===== src/rtl/point_lift_if.sv =====
// Request/response bundle between the point-lift converter and its requester.
// Field widths are fixed by the curve (255-bit coordinates over 2^255-19).
interface point_lift_if;
  logic         i_start;
  logic [254:0] i_x;
  logic [254:0] i_y;
  logic [254:0] o_x;
  logic [254:0] o_y;
  logic [254:0] o_z;
  logic         o_busy;
  logic         o_finished;

  // requester side
  modport master (
    output i_start, i_x, i_y,
    input  o_x, o_y, o_z, o_busy, o_finished
  );

  // converter side
  modport slave (
    input  i_start, i_x, i_y,
    output o_x, o_y, o_z, o_busy, o_finished
  );
endinterface


===== src/rtl/point_lift.sv =====
// Affine -> projective Montgomery-domain lift over q = 2^255 - 19.
// (x, y) -> (x*R, y*R, R) mod q with R = 2^255, computed with one shared
// radix-2 bit-serial Montgomery multiplier against R^2 mod q = 361.
// Each multiply: 255 iteration cycles plus one final reduction cycle.
module point_lift (
  input  logic          i_clk,
  input  logic          i_rst_n,
  point_lift_if.slave   bus
);

  localparam logic [254:0] Q    = 255'd57896044618658097711785492504343953926634992332820282019728792003956564819949;
  localparam logic [254:0] R2   = 255'd361;
  localparam logic [254:0] RMOD = 255'd19;

  typedef enum logic [2:0] {
    S_IDLE, S_LOAD, S_MUL_X, S_MUL_Y, S_DONE
  } state_t;

  state_t       state_q;
  logic [254:0] x_q, y_q;       // operands, canonical after S_LOAD
  logic [256:0] acc_q;          // Montgomery accumulator, stays below 2Q
  logic [7:0]   cnt_q;          // 0..254 iterate, 255 = final reduction
  logic [254:0] ox_q, oy_q, oz_q;
  logic         busy_q, fin_q;

  logic [254:0] op;
  logic [257:0] sum;
  logic [256:0] acc_d;
  logic [254:0] res_d;
  logic         acc_ge_q;

  // One Montgomery step on the current operand bit, plus the final
  // conditional subtraction. acc < 2Q so the result fits in 255 bits and
  // the subtraction can be done modulo 2^255.
  always_comb begin
    op       = (state_q == S_MUL_X) ? x_q : y_q;
    sum      = {1'b0, acc_q} + (op[cnt_q] ? {3'b000, R2} : 258'd0);
    if (sum[0]) sum = sum + {3'b000, Q};
    acc_d    = sum[257:1];
    acc_ge_q = (acc_q >= {2'b00, Q});
    res_d    = acc_ge_q ? (acc_q[254:0] - Q) : acc_q[254:0];
  end

  // Control FSM with all outputs registered.
  always_ff @(posedge i_clk or negedge i_rst_n) begin
    if (!i_rst_n) begin
      state_q <= S_IDLE;
      x_q     <= '0;
      y_q     <= '0;
      acc_q   <= '0;
      cnt_q   <= '0;
      ox_q    <= '0;
      oy_q    <= '0;
      oz_q    <= '0;
      busy_q  <= 1'b0;
      fin_q   <= 1'b0;
    end else begin
      case (state_q)
        S_IDLE: begin
          fin_q <= 1'b0;
          if (bus.i_start) begin
            x_q     <= bus.i_x;
            y_q     <= bus.i_y;
            busy_q  <= 1'b1;
            state_q <= S_LOAD;
          end
        end
        S_LOAD: begin
          // inputs are < 2^255 < 2Q, so one subtraction canonicalizes
          x_q     <= (x_q >= Q) ? (x_q - Q) : x_q;
          y_q     <= (y_q >= Q) ? (y_q - Q) : y_q;
          acc_q   <= '0;
          cnt_q   <= '0;
          state_q <= S_MUL_X;
        end
        S_MUL_X, S_MUL_Y: begin
          if (cnt_q == 8'd255) begin
            acc_q <= '0;
            cnt_q <= '0;
            if (state_q == S_MUL_X) begin
              ox_q    <= res_d;
              state_q <= S_MUL_Y;
            end else begin
              oy_q    <= res_d;
              oz_q    <= RMOD;
              fin_q   <= 1'b1;
              state_q <= S_DONE;
            end
          end else begin
            acc_q <= acc_d;
            cnt_q <= cnt_q + 8'd1;
          end
        end
        S_DONE: begin
          fin_q   <= 1'b0;
          busy_q  <= 1'b0;
          state_q <= S_IDLE;
        end
        default: state_q <= S_IDLE;
      endcase
    end
  end

  assign bus.o_x        = ox_q;
  assign bus.o_y        = oy_q;
  assign bus.o_z        = oz_q;
  assign bus.o_busy     = busy_q;
  assign bus.o_finished = fin_q;

endmodule


===== src/flat_wrapper.sv =====
// flat-port wrapper written by rule: the top's interface ports become plain ports
module point_lift_flat 
  (i_clk, i_rst_n, bus_i_start, bus_i_x, bus_i_y, bus_o_x, bus_o_y, bus_o_z, bus_o_busy, bus_o_finished);
  point_lift_if bus_i ();
  input  logic i_clk;
  input  logic i_rst_n;
  input wire logic [$bits(bus_i.i_start)-1:0] bus_i_start;
  input wire logic [$bits(bus_i.i_x)-1:0] bus_i_x;
  input wire logic [$bits(bus_i.i_y)-1:0] bus_i_y;
  output wire logic [$bits(bus_i.o_x)-1:0] bus_o_x;
  output wire logic [$bits(bus_i.o_y)-1:0] bus_o_y;
  output wire logic [$bits(bus_i.o_z)-1:0] bus_o_z;
  output wire logic [$bits(bus_i.o_busy)-1:0] bus_o_busy;
  output wire logic [$bits(bus_i.o_finished)-1:0] bus_o_finished;
  assign bus_i.i_start = bus_i_start;
  assign bus_i.i_x = bus_i_x;
  assign bus_i.i_y = bus_i_y;
  assign bus_o_x = bus_i.o_x;
  assign bus_o_y = bus_i.o_y;
  assign bus_o_z = bus_i.o_z;
  assign bus_o_busy = bus_i.o_busy;
  assign bus_o_finished = bus_i.o_finished;
  point_lift u_core (.i_clk(i_clk), .i_rst_n(i_rst_n), .bus(bus_i));
endmodule

===== config.mk =====
export PLATFORM = sky130hd
export DESIGN_NAME = point_lift_flat
export DESIGN_NICKNAME = d
export VERILOG_FILES = /design/src/rtl/point_lift_if.sv /design/src/rtl/point_lift.sv /design/src/flat_wrapper.sv
export SDC_FILE = /design/constraint.sdc
export NUM_CORES = 2
export LEC_CHECK = 0
export BUFFER_PORTS_ARGS = -buffer_cell sky130_fd_sc_hd__buf_2
export CORE_AREA = 2 2 500 502
export CTS_BUF_LIST = sky130_fd_sc_hd__clkbuf_4 sky130_fd_sc_hd__clkbuf_8 sky130_fd_sc_hd__clkbuf_16
export DETAILED_ROUTE_END_ITERATION = 8
export DIE_AREA = 0 0 502 504
export PLACE_DENSITY_LB_ADDON = 0.08
export SYNTH_ARGS = -nofsm -noshare
export SYNTH_HDL_FRONTEND = slang
export SYNTH_SLANG_ARGS = --single-unit

===== constraint.sdc =====
create_clock -name i_clk -period 12 [get_ports i_clk]
set_clock_uncertainty 0.05 [all_clocks]
set_input_delay 2.4 -clock i_clk [delete_from_list [all_inputs] [get_ports i_clk]]
set_output_delay 2.4 -clock i_clk [all_outputs]
set_load 0.05 [all_outputs]

# Word-level counts from Yosys, hierarchy flattened
# Cells that the tools add are included.
totals:
  out_inout_bits: 767
  in_bits: 513
  elab_cells: 70
  regBits: 1291
op_classes:
  n_mux: 25
  n_eq_ne: 10
  magnitude_cmp: 4
  n_reduce_logical: 14
  n_addsub: 6
  n_bitwise: 1
ops:
  columns: ["op", "n"]
  rows:
  - ["$mux W255", 6]
  - ["$pmux W255 S2", 2]
  - ["$sub A255 B255 Y255 const B", 3]
  - ["$pmux W257 S2", 1]
  - ["$ge A255 B255 Y1 const B", 2]
  - ["$add A257 B258 Y258", 1]
  - ["$add A258 B255 Y258 const B", 1]
  - ["$mux W258", 1]
  - ["$ge A257 B255 Y1 const B", 1]
  - ["$mux W257", 1]
  - ["$pmux W8 S2", 1]
  - ["$reduce_and A3 Y1", 5]
  - ["$lt A8 B9 Y1 const B", 1]
  - ["$mux W3", 3]
  - ["$mux W9", 1]
  - ["$pmux W3 S3", 1]
  - ["$add A8 B1 Y8 const B", 1]
  - ["$bmux W1 S8", 1]
  - ["$eq A8 B8 Y1 const B", 1]
  - ["$mux W8", 1]
  - ["$reduce_bool A2 Y1", 4]
  - ["$eq A3 B2 Y1 const B", 2]
  - ["$ne A2 B1 Y1 const B", 3]
  - ["$mux W1", 4]
  - ["other kinds (8)", 12]

# Depth between registers and ports, before layout
logic_depth:
  depth_word: 10
  depth_mapped: 31
  depth_no_buf: 23

# Least setup slack after synthesis
# No wires, ideal clock.
synth_path:
  kind: "reg2reg"
  from: "register u_core.state_q[1]"
  to: "register u_core.acc_q[208]"
  setup_ns: 0.130
  setup_slack_ns: 2.861
  synth_period_minus_slack_ns: 9.139
  path_stages_with_launch: 26
  path_buffers: 4
  t_required_ns: 11.820
  arrival_ns: 8.959
  path_cell_list: "dfrtp_1 clkbuf_1 nand2b_1 nor2_1 buf_1 clkbuf_1 mux4_2 mux4_2 mux4_2 mux4_2 mux2_2 ha_1 nand4_1 o32ai_2 nand3_1 buf_1 nor4_1 nand2_1 xor2_1 nand4_1 or3_1 or4_4 or4b_4 or2_1 xnor2_1 o21ai_1"
synth_via:
  elab_chain_len: 10
  elab_cells_between_ends: 14
  cone_classes: "2 x add/sub; 3 x eq/ne; 7 x mux; 2 x reduce/logical"
synth_rtl:
  columns: ["item", "line", "source"]
  rows:
  - ["start: declaration", "point_lift.sv:19", "state_t state_q;"]
  - ["start signal: assignment", "point_lift.sv:47", "state_q <= S_IDLE;"]
  - ["start signal: assignment", "point_lift.sv:65", "state_q <= S_LOAD;"]
  - ["start signal: assignment", "point_lift.sv:74", "state_q <= S_MUL_X;"]
  - ["$eq A3 B2 Y1", "point_lift.sv:36, point_lift.sv:58", null]
  - ["$mux W255", "point_lift.sv:36", "op = (state_q == S_MUL_X) ? x_q : y_q;"]
  - ["$bmux W1 S8", "point_lift.sv:37", "sum = {1'b0, acc_q} + (op[cnt_q] ? {3'b000, R2} : 258'd0);"]
  - ["$mux W1 (implied by the code)", "point_lift.sv:37", null]
  - ["$mux W9", "point_lift.sv:37", null]
  - ["$add A257 B258 Y258", "point_lift.sv:37", null]
  - ["$add A258 B255 Y258", "point_lift.sv:38", "if (sum[0]) sum = sum + {3'b000, Q};"]
  - ["$mux W258", "point_lift.sv:38", null]
  - ["$mux W257", "point_lift.sv:77", "if (cnt_q == 8'd255) begin"]
  - ["$pmux W257 S2", "point_lift.sv:58", "case (state_q)"]
  - ["end signal: assignment", "point_lift.sv:50", "acc_q <= '0;"]
  - ["end signal: assignment", "point_lift.sv:78", "acc_q <= '0;"]
  - ["end signal: assignment", "point_lift.sv:90", "acc_q <= acc_d;"]
  - ["end: declaration", "point_lift.sv:21", "logic [256:0] acc_q;"]
# Parallel ways exist; a longest one is shown, timed or not. The select of a mux whose other input is x is not followed.
# A chain may end at the register's enable or synchronous reset.

# Worst setup path in the final report
layout_path:
  from: "register u_core.state_q[1]"
  to: "register u_core.acc_q[234]"
# Same word-level chain as after synthesis.

==> metrics.md <==
| Metric | Value |
|---|---|
| Run status | `finished, violations left` |
| Violations in the final reports | `max-capacitance violations, max-slew violations` |
| Post-synthesis compound-gate area fraction | `12.9%` |
| RSZ-0062 raised after global routing | `false` |
| Global-route wire length before repair | `757 mm` |
| Slowest stage cell, crit path | `sky130_fd_sc_hd__nor3_1` |
| Worst hold stages | `2` |
| Synthesized netlist cell count | `9894` |
| Area fraction in and, or, nand and nor cells after synthesis | `29.7%` |
| Insertion delay to the later sink of the worst-skew pair | `0.89 ns` |
| Count of hold buffers inserted by post-cts repair | `0` |
| Type of the worst setup path | `reg2reg` |
| Final Routed Wirelength | `567 mm` |
| Mux cell area share after synthesis | `4.71%` |
| Worst-margin pin slew | `1.75 ns` |
| Routing usage on met1 | `55.1%` |
| Final setup violation count | `0` |
| Post-Syn Area | `83000 um2` |
| Overall routing resource usage | `43.3%` |
| Post-route fraction of the period consumed by the critical path | `91.1%` |
| Proportion of synthesized chip area in sequential cells | `38.9%` |
| Number of gates given a new drive strength after cts | `0` |
| CTS Buf Count | `157` |
| Synth Area in Adders | `0.211%` |
| Clock tree from TritonCTS | `built` |
| Clock-pin slew on the worst setup and hold paths | `0.06 ns` |
| Congestion Overflow GR | `0` |
| Number of antenna violations at the first check in global routing | `94` |
| Clk buf depth | `3` |
| I/O Buffers | `1027` |
| Main combinational cell family by area after synthesis | `simple AND/OR/NAND/NOR gates` |
| Most Crowded Layer GR | `met2` |
| Rel. slew slack | `-17.7%` |
| Via density per instance | `6.30` |
| Highest clock rate | `91.5 MHz` |
| Pre-Repair DR Iteration Count | `7` |
| Met3 track demand over resource | `12.5%` |
| Sum of net half-perimeters after detailed placement | `453 mm` |
| Worst stage delay on the critical path | `0.95 ns` |
| Iteration-0 DRC count of the detailed router | `12956` |
| Global-route track usage on met2 | `63.7%` |
| Die outline height | `504 um` |
| Number of global-route vias before repair | `85161` |
| Clk sinks | `1291` |
| H-Tree Depth | `4` |
| Post-place instance area | `92200 um2` |
| Final-report hold violation count | `0` |
| Post-synth cell types | `101` |
| Total non-filler cell area in the finished layout | `98000 um2` |
| CP dominant cell by count | `sky130_fd_sc_hd__mux4_2` |
| Synthesized area per cell | `8.38 um2` |
| Peak supply drop | `0.174 mV` |
| EDFF count, synth | `0` |
| Sum of internal, switching and leakage power | `19.6 mW` |
| Core ar. | `248000 um2` |
| Total of warnings raised by yosys | `0` |
| Worst hold margin | `0.421 ns` |
| Async set-or-reset flop fraction in the synthesized netlist | `100%` |
| Number of max-slew violations in the final report | `7` |
| Max-capacitance violation count | `3` |
| Signed area change from the synthesized netlist to the final layout | `18.1%` |
| Tightest Hold Check Type | `reg2reg` |
| Required time of the critical path | `12.67 ns` |
| CP endpoint kind | `flop` |
| Total DRC errors in the routed layout | `0` |
| Number of post-CTS setup repair buffers | `0` |
| Root buffer cell | `sky130_fd_sc_hd__clkbuf_16` |
| Final period demand of the worst path | `10.93 ns` |
| Total negative setup slack | `0 ns` |
| Cell breakdown of the critical path | `nand2b_1, nor2_4, buf_12, mux4_2, mux4_2, mux4_2, mux4_2, mux2_2, ha_1, a311oi_1, o32a_1, buf_4, nor3_1, nand3_1, xnor2_1, or4b_1, nor4_1, nand3_1, or4b_1, nor3_4, nand2_2, or3_1, a32o_1` |
| Worst reg2reg path depth | `23` |
| Most frequently used flop master after synthesis | `sky130_fd_sc_hd__dfrtp_1` |
| Commonest non-fill, non-tap cell in the layout | `sky130_fd_sc_hd__nand2_1` |
| Number of filler instances in the final layout | `25479` |
| Routability congestion estimate | `1.07` |
| Share of layout cells above drive strength 1 | `19.6%` |
| Final antenna-violating net count | `0` |
| Data arrival, critical path | `11.60 ns` |
| Largest net degree at the start of global routing | `189` |
| Ports | `1280` |
| Most frequent cells in the layout | `1636 x sky130_fd_sc_hd__nand2_1, 1288 x sky130_fd_sc_hd__dfrtp_1, 1026 x sky130_fd_sc_hd__buf_2` |
| Fraction of the core area covered by cells at the end of the flow | `39.6%` |
| Maximum net fanout on the critical path | `57` |
| Post-synthesis share of cell area spent on xor and xnor gates | `7.22%` |
| Crit start category | `flop` |
| Routed length per placed instance | `39.6 um` |
| FF+latch count, synth | `1291` |
| Power Dens Cells | `200 nW/um2` |
| DR vias | `90078` |
| Overall die width | `502 um` |
| Leakage Power | `40.3 nW` |
| Overall die area | `253000 um2` |
| Total Nets Final | `11331` |
| Standard-cell rows | `183` |
| Initial core utilization | `33.5%` |
through the flow:
step / worst slack, ns / std cells
floorplan: 2.86 / 10145
global placement: 1.54 / 13974
detailed placement: 1.47 / 13975
CTS: 1.42 / 14259
global route: 0.988 / 14272
finish: 1.07 / 14306
flip-flops by register name, summed over array words and instances (netlist names):
| register | count |
|---|---|
| u_core.bus.o_x | 255 |
| u_core.bus.o_y | 255 |
| u_core.y_q | 255 |
| u_core.state_q | 3 |
| u_core.bus.o_z | 1 |
| u_core.x_q | 255 |
| u_core.cnt_q | 8 |
| u_core.bus.o_finished | 1 |
| u_core.acc_q | 257 |
| u_core.bus.o_busy | 1 |
power breakdown:
group          switching, mW  leakage [nW]  internal (mW)
registers               1.90          16.8           5.30
clock network           2.20          2.79           3.04
logic                   4.38          20.7           2.81
total                   8.48          40.3           11.1
path summary, 6_finish.rpt:
kind / start / end / slack (ns)
max reg2reg: u_core.state_q[1] / u_core.acc_q[234] / 1.07
max: u_core.state_q[1] / u_core.acc_q[234] / 1.07
min: u_core.bus.o_y[167] / u_core.bus.o_y[167] / 0.42
min reg2reg: u_core.bus.o_y[167] / u_core.bus.o_y[167] / 0.42
max in group asynchronous: i_rst_n / u_core.y_q[169] / 8.30
min in group asynchronous: i_rst_n / u_core.bus.o_x[69] / 1.39
worst max-delay path, delay by kind of cell, from the launching register on:
family | cells | cell delay, ns
compound gates | 3 | 0.81
xor+xnor | 1 | 0.28
fa+ha+maj | 1 | 0.46
buf+inv | 2 | 0.55
flops | 1 | 0.49
mux | 5 | 2.64
simple gates | 11 | 5.35
synthesized netlist by cell type (36+ instances only):
cell / instances / share of area, %
sky130_fd_sc_hd__a21oi_1: 288 / 1.7
sky130_fd_sc_hd__a22o_1: 130 / 1.4
sky130_fd_sc_hd__a2bb2oi_1: 82 / 0.87
sky130_fd_sc_hd__and2_1: 75 / 0.57
sky130_fd_sc_hd__and3_1: 155 / 1.2
sky130_fd_sc_hd__and4_1: 93 / 0.98
sky130_fd_sc_hd__buf_1: 37 / 0.17
sky130_fd_sc_hd__buf_2: 140 / 0.84
sky130_fd_sc_hd__buf_4: 273 / 2.5
sky130_fd_sc_hd__clkbuf_1: 493 / 2.2
sky130_fd_sc_hd__dfrtp_1: 1291 / 39
sky130_fd_sc_hd__inv_1: 108 / 0.49
sky130_fd_sc_hd__mux4_2: 169 / 4.6
sky130_fd_sc_hd__nand2_1: 1641 / 7.4
sky130_fd_sc_hd__nand2b_1: 39 / 0.29
sky130_fd_sc_hd__nand3_1: 498 / 3.0
sky130_fd_sc_hd__nand4_1: 478 / 3.6
sky130_fd_sc_hd__nor2_1: 734 / 3.3
sky130_fd_sc_hd__nor3_1: 340 / 2.1
sky130_fd_sc_hd__nor4_1: 349 / 2.6
sky130_fd_sc_hd__o21ai_0: 925 / 5.6
sky130_fd_sc_hd__o22ai_1: 106 / 0.80
sky130_fd_sc_hd__o31ai_1: 36 / 0.33
sky130_fd_sc_hd__or2_2: 58 / 0.44
sky130_fd_sc_hd__or3_1: 122 / 0.92
sky130_fd_sc_hd__or4_1: 89 / 0.81
sky130_fd_sc_hd__xnor2_1: 403 / 4.3
sky130_fd_sc_hd__xor2_1: 281 / 3.0
cell type report:
| type | instances | area [um2] | share of cell area, % |
|---|---|---|---|
| multi-input cells | 7796 | 46900 | 47.8 |
| flip-flops and latches | 1291 | 32300 | 33.0 |
| repair buffers | 1447 | 8500 | 8.67 |
| clock buffers | 218 | 4590 | 4.69 |
| well taps | 3330 | 4170 | 4.25 |
| clock inverters | 66 | 1040 | 1.06 |
| inverters | 111 | 417 | 0.425 |
| diodes | 47 | 118 | 0.120 |
kinds of logic after synthesis:
logic type / count (synthesis)
adders and majority gates: 14
and+or+nand+nor: 4876
AOI/OAI and AO/OA: 1792
buffers and inverters: 1058
other: 1
DFF: 1291
xor gates and xnor gates: 684
muxes: 178
routing by layer:
layer / part of all wire (%) / wire length (um)
met5: 0.079 / 445
met4: 8.0 / 45300
met3: 10 / 58800
met2: 43 / 241000
met1: 39 / 221000
(Power assumes the default switching activity.)
